### config.mk
export PLATFORM = sky130hd
export DESIGN_NAME = clksel_sequencer
export DESIGN_NICKNAME = d
export VERILOG_FILES = /design/src/rtl/clksel_sequencer.sv
export SDC_FILE = /design/constraint.sdc
export NUM_CORES = 1
export LEC_CHECK = 0
export ABC_CLOCK_PERIOD_IN_PS = 5100
export CORE_MARGIN = 2
export CORE_UTILIZATION = 55
export CTS_CLUSTER_DIAMETER = 150
export DETAILED_ROUTE_END_ITERATION = 6
export GPL_TIMING_DRIVEN = 0
export PLACE_DENSITY = 0.87
export SETUP_SLACK_MARGIN = 0.02
export SKIP_CTS_REPAIR_TIMING = 1
export SYNTH_ARGS = -nofsm -noshare
export SYNTH_HDL_FRONTEND = slang
export SYNTH_SLANG_ARGS = --single-unit
### constraint.sdc
create_clock -name hsclk_in -period 5.1 [get_ports hsclk_in]
set_input_delay 1.02 -clock hsclk_in [delete_from_list [all_inputs] [get_ports hsclk_in]]
set_output_delay 1.02 -clock hsclk_in [all_outputs]
set_load 0.05 [all_outputs]
### src/rtl/clksel_sequencer.sv
// clksel_sequencer: drives hsclk_sel of the CPU clock switch, waiting for the switch handshake and enforcing a dwell time.
// Define CLKSEL_TIMEOUT_EN to add a switch-completion timeout with a sticky switch_err flag.
module clksel_sequencer #(
  parameter int SYNC_STAGES = 2,
  parameter int MIN_DWELL   = 4,
  parameter int TIMEOUT_CYC = 255,
  parameter int CNT_W       = 8
) (
  input  logic hsclk_in,
  input  logic rst_b,
  input  logic slow_req,
  input  logic turbo_en,
  input  logic hsclk_selected,
  input  logic lsclk_selected,
  output logic hsclk_sel,
  output logic busy,
  output logic fast_active,
  output logic switch_err
);
  typedef enum logic [1:0] {SLOW, TO_FAST, FAST, TO_SLOW} state_t;
  state_t r_state, w_next;
  logic [SYNC_STAGES-1:0] r_hs_sync, r_ls_sync;
  logic [CNT_W-1:0] r_dwell;
  logic r_sel, r_err, w_sel, w_err, w_hs_s, w_ls_s, w_dwell_done, w_to_hit;
  assign w_hs_s       = r_hs_sync[SYNC_STAGES-1];
  assign w_ls_s       = r_ls_sync[SYNC_STAGES-1];
  assign w_dwell_done = r_dwell == CNT_W'(MIN_DWELL);
`ifdef CLKSEL_TIMEOUT_EN
  logic [CNT_W-1:0] r_to;
  // Counts only while a switch is in flight; any state change restarts it.
  always_ff @(posedge hsclk_in or negedge rst_b)
    if (!rst_b) r_to <= '0;
    else r_to <= (w_next != r_state || !busy) ? '0 : r_to + 1'b1;
  assign w_to_hit = r_to == CNT_W'(TIMEOUT_CYC - 1);
`else
  logic w_unused_timeout;
  assign w_unused_timeout = TIMEOUT_CYC == 0;
  assign w_to_hit = 1'b0;
`endif
  // Handshake completion is tested before the timeout so it wins a tie.
  always_comb begin
    w_next = r_state;
    w_sel  = r_sel;
    w_err  = r_err;
    case (r_state)
      SLOW:
        if (turbo_en && !slow_req && w_dwell_done && !r_err) begin
          w_next = TO_FAST;
          w_sel  = 1'b1;
        end
      TO_FAST:
        if (w_hs_s && !w_ls_s) w_next = FAST;
        else if (w_to_hit) begin
          w_next = SLOW;
          w_sel  = 1'b0;
          w_err  = 1'b1;
        end
      FAST:
        if ((slow_req || !turbo_en) && w_dwell_done) begin
          w_next = TO_SLOW;
          w_sel  = 1'b0;
        end
      TO_SLOW:
        if (w_ls_s && !w_hs_s) w_next = SLOW;
        else if (w_to_hit) begin
          w_next = SLOW;
          w_err  = 1'b1;
        end
      default: w_next = SLOW;
    endcase
  end
  always_ff @(posedge hsclk_in or negedge rst_b)
    if (!rst_b) begin
      r_state   <= SLOW;
      r_sel     <= 1'b0;
      r_err     <= 1'b0;
      r_dwell   <= '0;
      r_hs_sync <= '0;
      r_ls_sync <= '0;
    end else begin
      r_state   <= w_next;
      r_sel     <= w_sel;
      r_err     <= w_err;
      r_dwell   <= (w_next != r_state) ? '0 : r_dwell + CNT_W'(!w_dwell_done);
      r_hs_sync <= {r_hs_sync[SYNC_STAGES-2:0], hsclk_selected};
      r_ls_sync <= {r_ls_sync[SYNC_STAGES-2:0], lsclk_selected};
    end
  assign hsclk_sel   = r_sel;
  assign busy        = (r_state == TO_FAST) || (r_state == TO_SLOW);
  assign fast_active = r_state == FAST;
  assign switch_err  = r_err;
endmodule

==> impl_results.md <==
* Clock skew at approximately 0.0013 ns
* Crit path buf inv count at 2
* Initial Util at 58.2%
* Core area at 1300 um^2
* Synth Cell Area at 757 um^2
* Xor and xnor area share after synthesis at 4.63%
* # IOs at 10
* Crit path required time at between 4 and 5 ns
* Largest net degree at the start of global routing at 16
* Switching Share at approximately two fifths
* Main combinational cell family by area after synthesis: simple AND/OR/NAND/NOR gates
* DR vias/cell at around 6
* Combinational power share at 47.0%
* Die Wd at between 40 and 50 um
* VDD IR-drop max at 0.335 mV
* Adder-Cell Fraction of Synth Area at 4.96%
* Final WL at 1330 um
* Initial drt markers at 12
* Worst reg2reg path endpoint: r_dwell[5]
* Fmax at 0.367 GHz
* Clock root buffer: clkbuf_4
* Total CTS buffers at 3
* Cell variety after synth at 28
* Net count of the finished layout at roughly 90
* Reg2reg start: r_dwell[0]
* Commonest non-fill, non-tap cell in the layout: dfrtp_1
* Final setup viols at 0
* Multi-input gate area at ~340 um^2
* Mux contribution to synthesized area at 0%
* Syn-to-layout area delta at 16.5%
* Sum Neg Setup Slack at 0 ns
* Routed len/inst at approximately 14 um
* TritonCTS Sinks at 15
* Ant diodes at 0
* Yosys top cell by area: dfrtp_1
* ANT nets after route at 0
* YS warnings at 0
* Crit-path slowest cell: clkdlybuf4s50_1
* H-tree Lvls at 1
* Setup crit start kind: register
* FF-to-FF path depth at 8
* Leakage at 0.363 nW
* MaxCap Viol Count at 0
* Fin util at between 60% and 70%
* CTS tree: yes
* Synth Instances at 66
* Register area share after synthesis at 49.6%
* Type of the worst setup path: register to output pin
* Part of the power in registers at roughly 39%
* Crit-path max cell delay at 0.80 ns
* Via count at about 550
* Top cells by area, synth: dfrtp_1, a211oi_1, ha_1
* Layout cell share with drive strength beyond 1 at between 10% and 20%
* Final cycle utilization of the critical path at 53.5%
* Clk slew on worst S/H paths at 0.08 ns
* Top delay family on crit path: buffers and inverters
* Status: finished clean
* Clock Latency Late Sink at about 0.28 ns
* Clock share of power at 14.2%
* Class of the worst hold path: register to register
* Register bit total from synthesis at 15
* DR DRC count at 0
* Worst-Margin Slew at 0.687 ns
* Hold path endpoint: r_ls_sync[1]
* Vias in the first global route at 506
* Number of core rows at 13
* Switch Pwr at ~0.00019 W
* Critical path arrival at roughly 1.7 ns
* Unrepaired setup endpoints after global routing: false
* CP max FO at 8
* GR Overflow Total at 0
* GRT Util Overall at 21.8%
* Post-synth top area share at 49.6%
* Compound-cell area share of the yosys netlist at 16.9%
* Die height at 41.1 um
* Number of buffers added on ports at 8
* Avg Cell Area, Syn at approximately 11 um^2
* Critical-path cell list: buf_8 -> nor2b_1 -> clkdlybuf4s50_1
* Final hold vios at 0
* Final min period at approximately 2.7 ns
* First-pass GRT wire length at 2300 um
* Final Max Slew Viols at 0
* Max-slew headroom at between 50 and 60%
* Simple-Gate Fraction of Synth Area at between 15 and 20%
* DIE AREA at 1690 um^2
* Worst R2R Setup Slack at roughly 2.9 ns
* RD Place Congestion at 0.790
* Most frequent cells in the layout: dfrtp_1, clkdlybuf4s50_1, inv_1, o21ai_0, a211oi_1
* Net Count, Synth at 75
* Sequential Area at around 380 um^2
* Initial antenna violation count at 0
* Worst-case clock buffer depth at 2
* Power Density at roughly 530 nW/um^2
* Filler cell count at 103
* Router iterations before antenna repair at 4
* CP Capture Type: output pin
* Min-delay src: r_ls_sync[0]
* Power Internal at between 0.0002 and 0.0003 W
* Hold depth at 0
==> layout make-up <==
class / count / area share, %
plain buffers: 3 / 2.98
clock buffers: 4 / 2.98
inverters: 5 / 2.13
multi-input cells: 43 / 38.2
flip-flops and latches: 15 / 42.6
well taps: 15 / 2.13
repair buffers: 8 / 9.08
==> layer usage <==
metal | track usage [%] | wire, um | up-vias
li1 | - | - | 267
met1 | 27.2 | 606 | 267
met2 | 33.2 | 664 | 12
met3 | 6.52 | 39 | 2
met4 | 12.1 | 19 | 0
met5 | 0 | 0 | -
==> registers in the layout, indices dropped and copies added, names as in the netlist <==
register and cells:
hsclk_sel 1, r_dwell 8, r_hs_sync 2, r_ls_sync 2, r_state 2
==> logic make-up (layout without fill, tap and decap cells) <==
family                     count (synthesis)  count (layout)
buffers and inverters                      8              20
xor gates and xnor gates                   4               4
DFF                                       15              15
adders and majority gates                  3               3
and+or+nand+nor                           17              17
other                                      1               1
AOI/OAI and AO/OA                         18              18
==> cells in the mapped netlist <==
| library cell | instances |
|---|---|
| dfrtp_1 | 15 |
| a211oi_1 | 5 |
| inv_1 | 5 |
| o21ai_0 | 5 |
| a221oi_1 | 3 |
| ha_1 | 3 |
| xor2_1 | 3 |
| a21oi_1 | 2 |
| nand2_1 | 2 |
| nand3_1 | 2 |
| nor2b_1 | 2 |
| or3_1 | 2 |
| or3b_2 | 2 |
| a2bb2oi_1 | 1 |
| a32o_2 | 1 |
| buf_4 | 1 |
| buf_8 | 1 |
| clkbuf_1 | 1 |
| conb_1 | 1 |
| nand3b_1 | 1 |
| nand4_1 | 1 |
| nor3_4 | 1 |
| nor4b_2 | 1 |
| o41ai_1 | 1 |
| or2_2 | 1 |
| or3_2 | 1 |
| or4b_4 | 1 |
| xnor2_1 | 1 |
==> how the worst max path moves through the flow <==
stage	start	endpoint	slack [ns]	cells past startpoint
CTS	r_state[0]	fast_active	2.36	3
detailed placement	turbo_en	r_dwell[5]	2.39	4
global placement	turbo_en	r_dwell[6]	2.49	4
floorplan	r_state[0]	fast_active	2.89	2
finish	r_state[0]	fast_active	2.37	3
global route	r_state[0]	fast_active	2.29	3
==> through the flow <==
stage,total power [W],hold slack (ns),worst slack (ns),area [um^2],cells
CTS,0.000470,0.356,2.36,882,93
finish,0.000466,0.354,2.37,882,93
global route,0.000504,0.371,2.29,882,93
global placement,0.000392,0.333,2.49,856,89
floorplan,0.000346,0.331,2.89,757,66
detailed placement,0.000403,0.336,2.39,856,89
==> power by group through the flow <==
stage               Combinational [W]  Sequential, W  Clock (W)
finish                       0.000219       0.000181  0.0000660
global route                 0.000243       0.000185  0.0000751
CTS                          0.000221       0.000180  0.0000680
detailed placement           0.000220       0.000182          0
global placement             0.000211       0.000181          0
floorplan                    0.000169       0.000176          0
Power figures use the tool's default switching activity.
